===== src/rtl/id_issue_queue_if.sv =====
// ============================================================================
// id_issue_queue_if : decoder/issue-side signal bundle for id_issue_queue
// Rev 1.0 - initial release
// ============================================================================
`default_nettype none

interface id_issue_queue_if #(
  parameter int SBE_W   = 128,
  parameter int DEPTH   = 4,
  parameter int ISSUE_W = 1
);
  localparam int CNT_W = $clog2(DEPTH + 1);

  logic                     flush_i;
  logic                     fetch_entry_valid_i;
  logic                     fetch_entry_ready_o;
  logic                     hold_fetch_i;
  logic [SBE_W-1:0]         sbe_i;
  logic [31:0]              orig_instr_i;
  logic                     is_ctrl_flow_i;
  logic [ISSUE_W*SBE_W-1:0] issue_entry_o;
  logic [ISSUE_W*32-1:0]    orig_instr_o;
  logic [ISSUE_W-1:0]       is_ctrl_flow_o;
  logic [ISSUE_W-1:0]       issue_entry_valid_o;
  logic [ISSUE_W-1:0]       issue_instr_ack_i;
  logic [CNT_W-1:0]         count_o;

  modport master (
    output flush_i, fetch_entry_valid_i, hold_fetch_i, sbe_i, orig_instr_i,
           is_ctrl_flow_i, issue_instr_ack_i,
    input  fetch_entry_ready_o, issue_entry_o, orig_instr_o, is_ctrl_flow_o,
           issue_entry_valid_o, count_o
  );

  modport slave (
    input  flush_i, fetch_entry_valid_i, hold_fetch_i, sbe_i, orig_instr_i,
           is_ctrl_flow_i, issue_instr_ack_i,
    output fetch_entry_ready_o, issue_entry_o, orig_instr_o, is_ctrl_flow_o,
           issue_entry_valid_o, count_o
  );
endinterface

`default_nettype wire


===== src/rtl/id_issue_queue.sv =====
// ============================================================================
// id_issue_queue : DEPTH-entry decode/issue FIFO presenting ISSUE_W oldest
// entries per cycle. Optional same-cycle bypass: ID_ISSUE_QUEUE_BYPASS_EN.
// Rev 1.0 - initial release
// ============================================================================
`default_nettype none

module id_issue_queue #(
  parameter int SBE_W   = 128,
  parameter int DEPTH   = 4,
  parameter int ISSUE_W = 1,
  parameter int CNT_W   = $clog2(DEPTH + 1)
) (
  input  logic          clk_i,
  input  logic          rst_i,
  id_issue_queue_if.slave q_if
);
  localparam int PTR_W = $clog2(DEPTH);

  logic [SBE_W-1:0] sbe_q   [DEPTH];
  logic [31:0]      instr_q [DEPTH];
  logic             cf_q    [DEPTH];

  logic [PTR_W-1:0] rd_ptr_q, rd_ptr_d;
  logic [PTR_W-1:0] wr_ptr_q, wr_ptr_d;
  logic [CNT_W-1:0] count_q, count_d;

  logic [1:0] npop;
  logic       push;
  logic       bypass_take;
  logic       write_en;

  // DEPTH need not be a power of two, so wrap explicitly
  function automatic logic [PTR_W-1:0] ptr_add(input logic [PTR_W-1:0] p, input int n);
    int s;
    s = int'(p) + n;
    if (s >= DEPTH) s = s - DEPTH;
    return PTR_W'(s);
  endfunction

  logic [SBE_W-1:0] head_sbe;
  logic [31:0]      head_instr;
  logic             head_cf;
  logic             head_valid;

`ifdef ID_ISSUE_QUEUE_BYPASS_EN
  logic bypass_show;
  assign bypass_show = (count_q == '0) && q_if.fetch_entry_valid_i && !q_if.flush_i;
  assign bypass_take = bypass_show && q_if.issue_instr_ack_i[0];
  assign head_sbe    = bypass_show ? q_if.sbe_i          : sbe_q[rd_ptr_q];
  assign head_instr  = bypass_show ? q_if.orig_instr_i   : instr_q[rd_ptr_q];
  assign head_cf     = bypass_show ? q_if.is_ctrl_flow_i : cf_q[rd_ptr_q];
  assign head_valid  = bypass_show || (count_q != '0);
`else
  assign bypass_take = 1'b0;
  assign head_sbe    = sbe_q[rd_ptr_q];
  assign head_instr  = instr_q[rd_ptr_q];
  assign head_cf     = cf_q[rd_ptr_q];
  assign head_valid  = (count_q != '0);
`endif

  always_comb begin
    npop = 2'd0;
    for (int k = 0; k < ISSUE_W; k++) begin
      if (q_if.issue_instr_ack_i[k] && (int'(count_q) > k)) npop = npop + 2'd1;
    end

    push = q_if.fetch_entry_valid_i && !q_if.flush_i && !rst_i &&
           ((int'(count_q) - int'(npop)) < DEPTH);
    write_en = push && !bypass_take;

    rd_ptr_d = ptr_add(rd_ptr_q, int'(npop));
    wr_ptr_d = write_en ? ptr_add(wr_ptr_q, 1) : wr_ptr_q;
    count_d  = CNT_W'(int'(count_q) - int'(npop) + (write_en ? 1 : 0));

    // Acks during flush were already issued downstream; only the reset matters
    if (q_if.flush_i) begin
      rd_ptr_d = '0;
      wr_ptr_d = '0;
      count_d  = '0;
    end
  end

  assign q_if.fetch_entry_ready_o = push && !q_if.hold_fetch_i;
  assign q_if.count_o             = count_q;

  always_ff @(posedge clk_i) begin
    if (rst_i) begin
      rd_ptr_q <= '0;
      wr_ptr_q <= '0;
      count_q  <= '0;
      for (int i = 0; i < DEPTH; i++) begin
        sbe_q[i]   <= '0;
        instr_q[i] <= '0;
        cf_q[i]    <= 1'b0;
      end
    end else begin
      rd_ptr_q <= rd_ptr_d;
      wr_ptr_q <= wr_ptr_d;
      count_q  <= count_d;
      if (write_en) begin
        sbe_q[wr_ptr_q]   <= q_if.sbe_i;
        instr_q[wr_ptr_q] <= q_if.orig_instr_i;
        cf_q[wr_ptr_q]    <= q_if.is_ctrl_flow_i;
      end
    end
  end

  generate
    for (genvar k = 0; k < ISSUE_W; k++) begin : g_slot
      if (k == 0) begin : g_head
        assign q_if.issue_entry_o[SBE_W-1:0] = head_sbe;
        assign q_if.orig_instr_o[31:0]       = head_instr;
        assign q_if.is_ctrl_flow_o[0]        = head_cf;
        assign q_if.issue_entry_valid_o[0]   = head_valid;
      end else begin : g_tail
        logic [PTR_W-1:0] idx;
        assign idx = ptr_add(rd_ptr_q, k);
        assign q_if.issue_entry_o[k*SBE_W +: SBE_W] = sbe_q[idx];
        assign q_if.orig_instr_o[k*32 +: 32]        = instr_q[idx];
        assign q_if.is_ctrl_flow_o[k]               = cf_q[idx];
        assign q_if.issue_entry_valid_o[k]          = (int'(count_q) > k);
      end
    end
  endgenerate

endmodule

`default_nettype wire

===== src/flat_wrapper.sv =====
// flat-port wrapper written by rule: the top's interface ports become plain ports
module id_issue_queue_flat 
#(
  parameter int SBE_W   = 128,
  parameter int DEPTH   = 4,
  parameter int ISSUE_W = 1,
  parameter int CNT_W   = $clog2(DEPTH + 1)
)
  (clk_i, rst_i, q_if_flush_i, q_if_fetch_entry_valid_i, q_if_hold_fetch_i, q_if_sbe_i, q_if_orig_instr_i, q_if_is_ctrl_flow_i, q_if_issue_instr_ack_i, q_if_fetch_entry_ready_o, q_if_issue_entry_o, q_if_orig_instr_o, q_if_is_ctrl_flow_o, q_if_issue_entry_valid_o, q_if_count_o);
  id_issue_queue_if #(.SBE_W(SBE_W), .DEPTH(DEPTH), .ISSUE_W(ISSUE_W)) q_if_i ();
  input  logic clk_i;
  input  logic rst_i;
  input wire logic [$bits(q_if_i.flush_i)-1:0] q_if_flush_i;
  input wire logic [$bits(q_if_i.fetch_entry_valid_i)-1:0] q_if_fetch_entry_valid_i;
  input wire logic [$bits(q_if_i.hold_fetch_i)-1:0] q_if_hold_fetch_i;
  input wire logic [$bits(q_if_i.sbe_i)-1:0] q_if_sbe_i;
  input wire logic [$bits(q_if_i.orig_instr_i)-1:0] q_if_orig_instr_i;
  input wire logic [$bits(q_if_i.is_ctrl_flow_i)-1:0] q_if_is_ctrl_flow_i;
  input wire logic [$bits(q_if_i.issue_instr_ack_i)-1:0] q_if_issue_instr_ack_i;
  output wire logic [$bits(q_if_i.fetch_entry_ready_o)-1:0] q_if_fetch_entry_ready_o;
  output wire logic [$bits(q_if_i.issue_entry_o)-1:0] q_if_issue_entry_o;
  output wire logic [$bits(q_if_i.orig_instr_o)-1:0] q_if_orig_instr_o;
  output wire logic [$bits(q_if_i.is_ctrl_flow_o)-1:0] q_if_is_ctrl_flow_o;
  output wire logic [$bits(q_if_i.issue_entry_valid_o)-1:0] q_if_issue_entry_valid_o;
  output wire logic [$bits(q_if_i.count_o)-1:0] q_if_count_o;
  assign q_if_i.flush_i = q_if_flush_i;
  assign q_if_i.fetch_entry_valid_i = q_if_fetch_entry_valid_i;
  assign q_if_i.hold_fetch_i = q_if_hold_fetch_i;
  assign q_if_i.sbe_i = q_if_sbe_i;
  assign q_if_i.orig_instr_i = q_if_orig_instr_i;
  assign q_if_i.is_ctrl_flow_i = q_if_is_ctrl_flow_i;
  assign q_if_i.issue_instr_ack_i = q_if_issue_instr_ack_i;
  assign q_if_fetch_entry_ready_o = q_if_i.fetch_entry_ready_o;
  assign q_if_issue_entry_o = q_if_i.issue_entry_o;
  assign q_if_orig_instr_o = q_if_i.orig_instr_o;
  assign q_if_is_ctrl_flow_o = q_if_i.is_ctrl_flow_o;
  assign q_if_issue_entry_valid_o = q_if_i.issue_entry_valid_o;
  assign q_if_count_o = q_if_i.count_o;
  id_issue_queue #(.SBE_W(SBE_W), .DEPTH(DEPTH), .ISSUE_W(ISSUE_W), .CNT_W(CNT_W)) u_core (.clk_i(clk_i), .rst_i(rst_i), .q_if(q_if_i));
endmodule

===== config.mk =====
export PLATFORM = sky130hd
export DESIGN_NAME = id_issue_queue_flat
export DESIGN_NICKNAME = d
export VERILOG_FILES = /design/src/rtl/id_issue_queue_if.sv /design/src/rtl/id_issue_queue.sv /design/src/flat_wrapper.sv
export SDC_FILE = /design/constraint.sdc
export NUM_CORES = 1
export LEC_CHECK = 0
export ABC_AREA = 1
export ABC_CLOCK_PERIOD_IN_PS = 15400
export BUFFER_PORTS_ARGS = -buffer_cell sky130_fd_sc_hd__buf_2
export CAP_MARGIN = 0
export CORE_ASPECT_RATIO = 0.8
export CORE_MARGIN = 2
export CORE_UTILIZATION = 55
export DETAILED_ROUTE_END_ITERATION = 12
export GPL_TIMING_DRIVEN = 0
export MAX_ROUTING_LAYER = met4
export PLACE_DENSITY = 0.76
export SLEW_MARGIN = 10
export SYNTH_ARGS = -nofsm -noshare
export SYNTH_HDL_FRONTEND = slang
export SYNTH_SLANG_ARGS = --single-unit

===== constraint.sdc =====
create_clock -name clk_i -period 15.4 [get_ports clk_i]
set_clock_uncertainty 0.1 [all_clocks]
set_input_delay 0.77 -clock clk_i [delete_from_list [all_inputs] [get_ports clk_i]]
set_output_delay 0.77 -clock clk_i [all_outputs]
set_load 0.005 [all_outputs]

==> metrics.md <==
| Metric | Value |
|---|---|
| Outcome | `finished, final reports clean` |
| Clock latency on the worst-skew pair | `0.63 ns` |
| Placer Congestion | `0.852` |
| Crit path cell chain | `inv_1 > nand3_1 > and2_1 > ha_1 > ha_1 > inv_1 > nand2_1 > nand2_2 > nand2_2 > buf_6 > buf_2 > o21ai_4 > buf_12 > buf_16 > buf_16 > buf_16 > buf_16` |
| Post-Place Cell Area | `31,800 um^2` |
| Filler instances | `3,828` |
| CTS tree | `yes` |
| Max-Cap Viols | `0` |
| Critical Path Start Type | `flip-flop` |
| Grt ovf | `0` |
| CTS root buf | `clkbuf_16` |
| Hold WS | `0.344 ns` |
| Arrival @ worst endpoint | `4.70 ns` |
| Routed WL per cell | `20.8 um` |
| Worst R2R Path Depth | `17` |
| Largest net degree at the start of global routing | `53` |
| Crit Path Max Fanout | `19` |
| Initial Util | `55.9%` |
| Top cells by instance count after synthesis | `nor2_1 (887), edfxtp_1 (644), o21ai_0 (324)` |
| Post-CTS sizing | `0` |
| Crit. Startpoint | `u_core.q_if.count_o[0]` |
| CP endpoint kind | `flip-flop` |
| Asr flop ratio synth | `0%` |
| Cell family with most CP delay | `buffers and inverters` |
| Antenna cell count | `0` |
| TritonCTS Sinks | `651` |
| Post-CTS setup repair buffer count | `0` |
| Post-synth EDFFs | `644` |
| Via density | `5.68` |
| Synth cell types | `23` |
| 1st-iter DRT viols | `2,783` |
| Worst path bufs/invs | `9` |
| WP data required | `15.62 ns` |
| GRT Overall Usage | `29.9%` |
| Slew headroom | `41.9%` |
| Post-route cell area | `33,800 um^2` |
| Max stage delay cell, worst path | `o21ai_4` |
| Biggest cell delay along the critical path | `0.69 ns` |
| Max Slew Vio Count | `0` |
| Synthesized area | `28,600 um^2` |
| Final Hold Fails | `0` |
| Reg2reg start | `u_core.q_if.count_o[0]` |
| Core Rows | `74` |
| Final wirelength | `79,200 um` |
| Layout area overhead | `18.2%` |
| Synthesis Warnings | `0` |
| RSZ-0062 raised after global routing | `no` |
| Mean Syn Cell Area | `10.8 um^2` |
| Reg2reg setup slack | `10.92 ns` |
| Number of global-route vias before repair | `21,491` |
| Initial antenna violation count | `2` |
| Sequential element share of the synthesized area | `68.0%` |
| IO Pins | `333` |
| Via Count | `21,620` |
| Top-count cell post-synth | `nor2_1` |
| Max Clock Freq | `223 MHz` |
| H-Tree Depth | `2` |
| Synth area leader | `edfxtp_1` |
| Post-DRT Antenna Nets | `0` |
| CTS clk-pin slew, worst paths | `0.07 ns` |
| Setup Crit Path Kind | `reg -> reg` |
| DRC viols | `0` |
| Min Tclk post-route | `4.48 ns` |
| Max clock buf depth | `3` |
| Leak pwr | `13.3 nW` |
| Post-Synthesis Net Count | `2,820` |
| Core Region | `51,200 um^2` |
| Critical R2R Capture | `u_core.sbe_q[2][62]` |
| Cell Pwr Density | `115 nW/um^2` |
| Worst vdd ir | `0.101 mV` |
| Worst slack, placed | `10.73 ns` |
| Worst Hold Class | `in -> reg` |
| First-pass GRT wire length | `120,000 um` |
| Final Non-Filler Cells | `3,804` |
| CTS Hold Buffers Added | `0` |
| Total CTS buffers | `61` |
| Cells after DPL | `3,691` |
| Share of cells above drive strength 1 | `22.0%` |
| Die width | `259 um` |
| Setup violators final | `0` |
| Port bufs | `332` |
| Yosys reg bits | `651` |
| Die height | `208 um` |
| Worst slew pin tran | `0.868 ns` |
| Top-area cell type share of the netlist area | `67.5%` |
| Layout Nets | `3,242` |
| Fin Setup TNS | `0 ns` |
| Mapped Cells | `2,648` |
| Drt pass-1 iters | `6` |
| Setup ws final | `10.92 ns` |
| WP depth | `17` |
| Hpwl dp | `51,500 um` |
| Fin crit share | `29.1%` |
| Ys flop type | `edfxtp_1` |
| Synth area leaders | `edfxtp_1 (68%), nor2_1 (12%), o21ai_0 (5.7%)` |
| Die area | `53,900 um^2` |
| Crit-path most repeated cell | `buf_16` |
| Crit path to | `u_core.sbe_q[2][62]` |
## registers in the layout (all words and copies together) (netlist names)
name                 cells
u_core.q_if.count_o      3
u_core.rd_ptr_q          2
u_core.wr_ptr_q          2
u_core.cf_q              4
u_core.instr_q         128
u_core.sbe_q           512
## cell usage in the layout (no fill, tap or decap), drive strengths merged
| master | instances |
|---|---|
| dfxtp | 7 |
| clkinvlp | 3 |
| xnor2 | 1 |
| nand2 | 11 |
| inv | 336 |
| edfxtp | 644 |
| clkbuf | 154 |
| o22ai | 161 |
| ha | 5 |
| o21ai | 325 |
| clkinv | 30 |
| nor3 | 12 |
| nand3 | 3 |
| nand4 | 1 |
| bufinv | 7 |
| nor2 | 963 |
| buf | 452 |
| and2 | 1 |
| a21oi | 4 |
## cell type report
| class | instances | area, um^2 | area share [%] |
|---|---|---|---|
| Timing Repair Buffer | 359 | 2320 | 6.86 |
| Clock inverter | 42 | 382 | 1.13 |
| Clock buffer | 71 | 1610 | 4.75 |
| Inverter | 334 | 1250 | 3.71 |
| Tap cell | 684 | 856 | 2.53 |
| Sequential cell | 651 | 19500 | 57.6 |
| Multi-Input combinational cell | 1487 | 7090 | 21.0 |
| Buffer | 176 | 843 | 2.49 |
## tightest hold or removal path, delay by kind of cell
family,cells,cell delay [ns]
buffers and inverters,2,0.11
and+or+nand+nor,1,0.08
## kinds of logic after synthesis
family                   count (synthesis)  synth area share, %
adder cells (fa/ha/maj)                  5                0.219
AND/OR/NAND/NOR                        991                 15.1
AO/OA/AOI/OAI                          490                 9.27
flip-flops                             651                 68.0
buffers and inverters                  510                 7.32
XOR/XNOR                                 1               0.0306
## power breakdown
| part | internal, mW | switching, mW | leakage (nW) |
|---|---|---|---|
| logic | 0.101 | 0.198 | 5.60 |
| clock network | 0.860 | 0.660 | 0.976 |
| registers | 2.04 | 0.0241 | 6.72 |
| total | 3.00 | 0.882 | 13.3 |
## per-stage QoR
step	power, mW	util [%]
final	3.89	66.1
after global routing	3.98	66.1
after CTS	3.89	66.1
after detailed placement	2.40	62.2
after global placement	2.41	60.8
after floorplan	2.27	-
## layer usage
metal  track usage (%)  part of all wire, %  vias up
li1                  -                    -     9730
met1              40.2                   39    10473
met2              47.0                   48     1252
met3              5.01                   10      165
met4              8.91                  2.8        0
met5                 -                    0        -
## worst min-delay path by stage
stage,startpoint,to,slack [ns],cells after the start
global route,q_if_sbe_i[34],u_core.sbe_q[0][34],0.36,3
global placement,u_core.wr_ptr_q[1],u_core.wr_ptr_q[1],0.38,2
CTS,q_if_sbe_i[19],u_core.sbe_q[0][19],0.32,3
floorplan,u_core.wr_ptr_q[1],u_core.wr_ptr_q[1],0.37,2
detailed placement,u_core.wr_ptr_q[1],u_core.wr_ptr_q[1],0.40,2
finish,q_if_sbe_i[19],u_core.sbe_q[0][19],0.34,3
(Power assumes the default switching activity.)
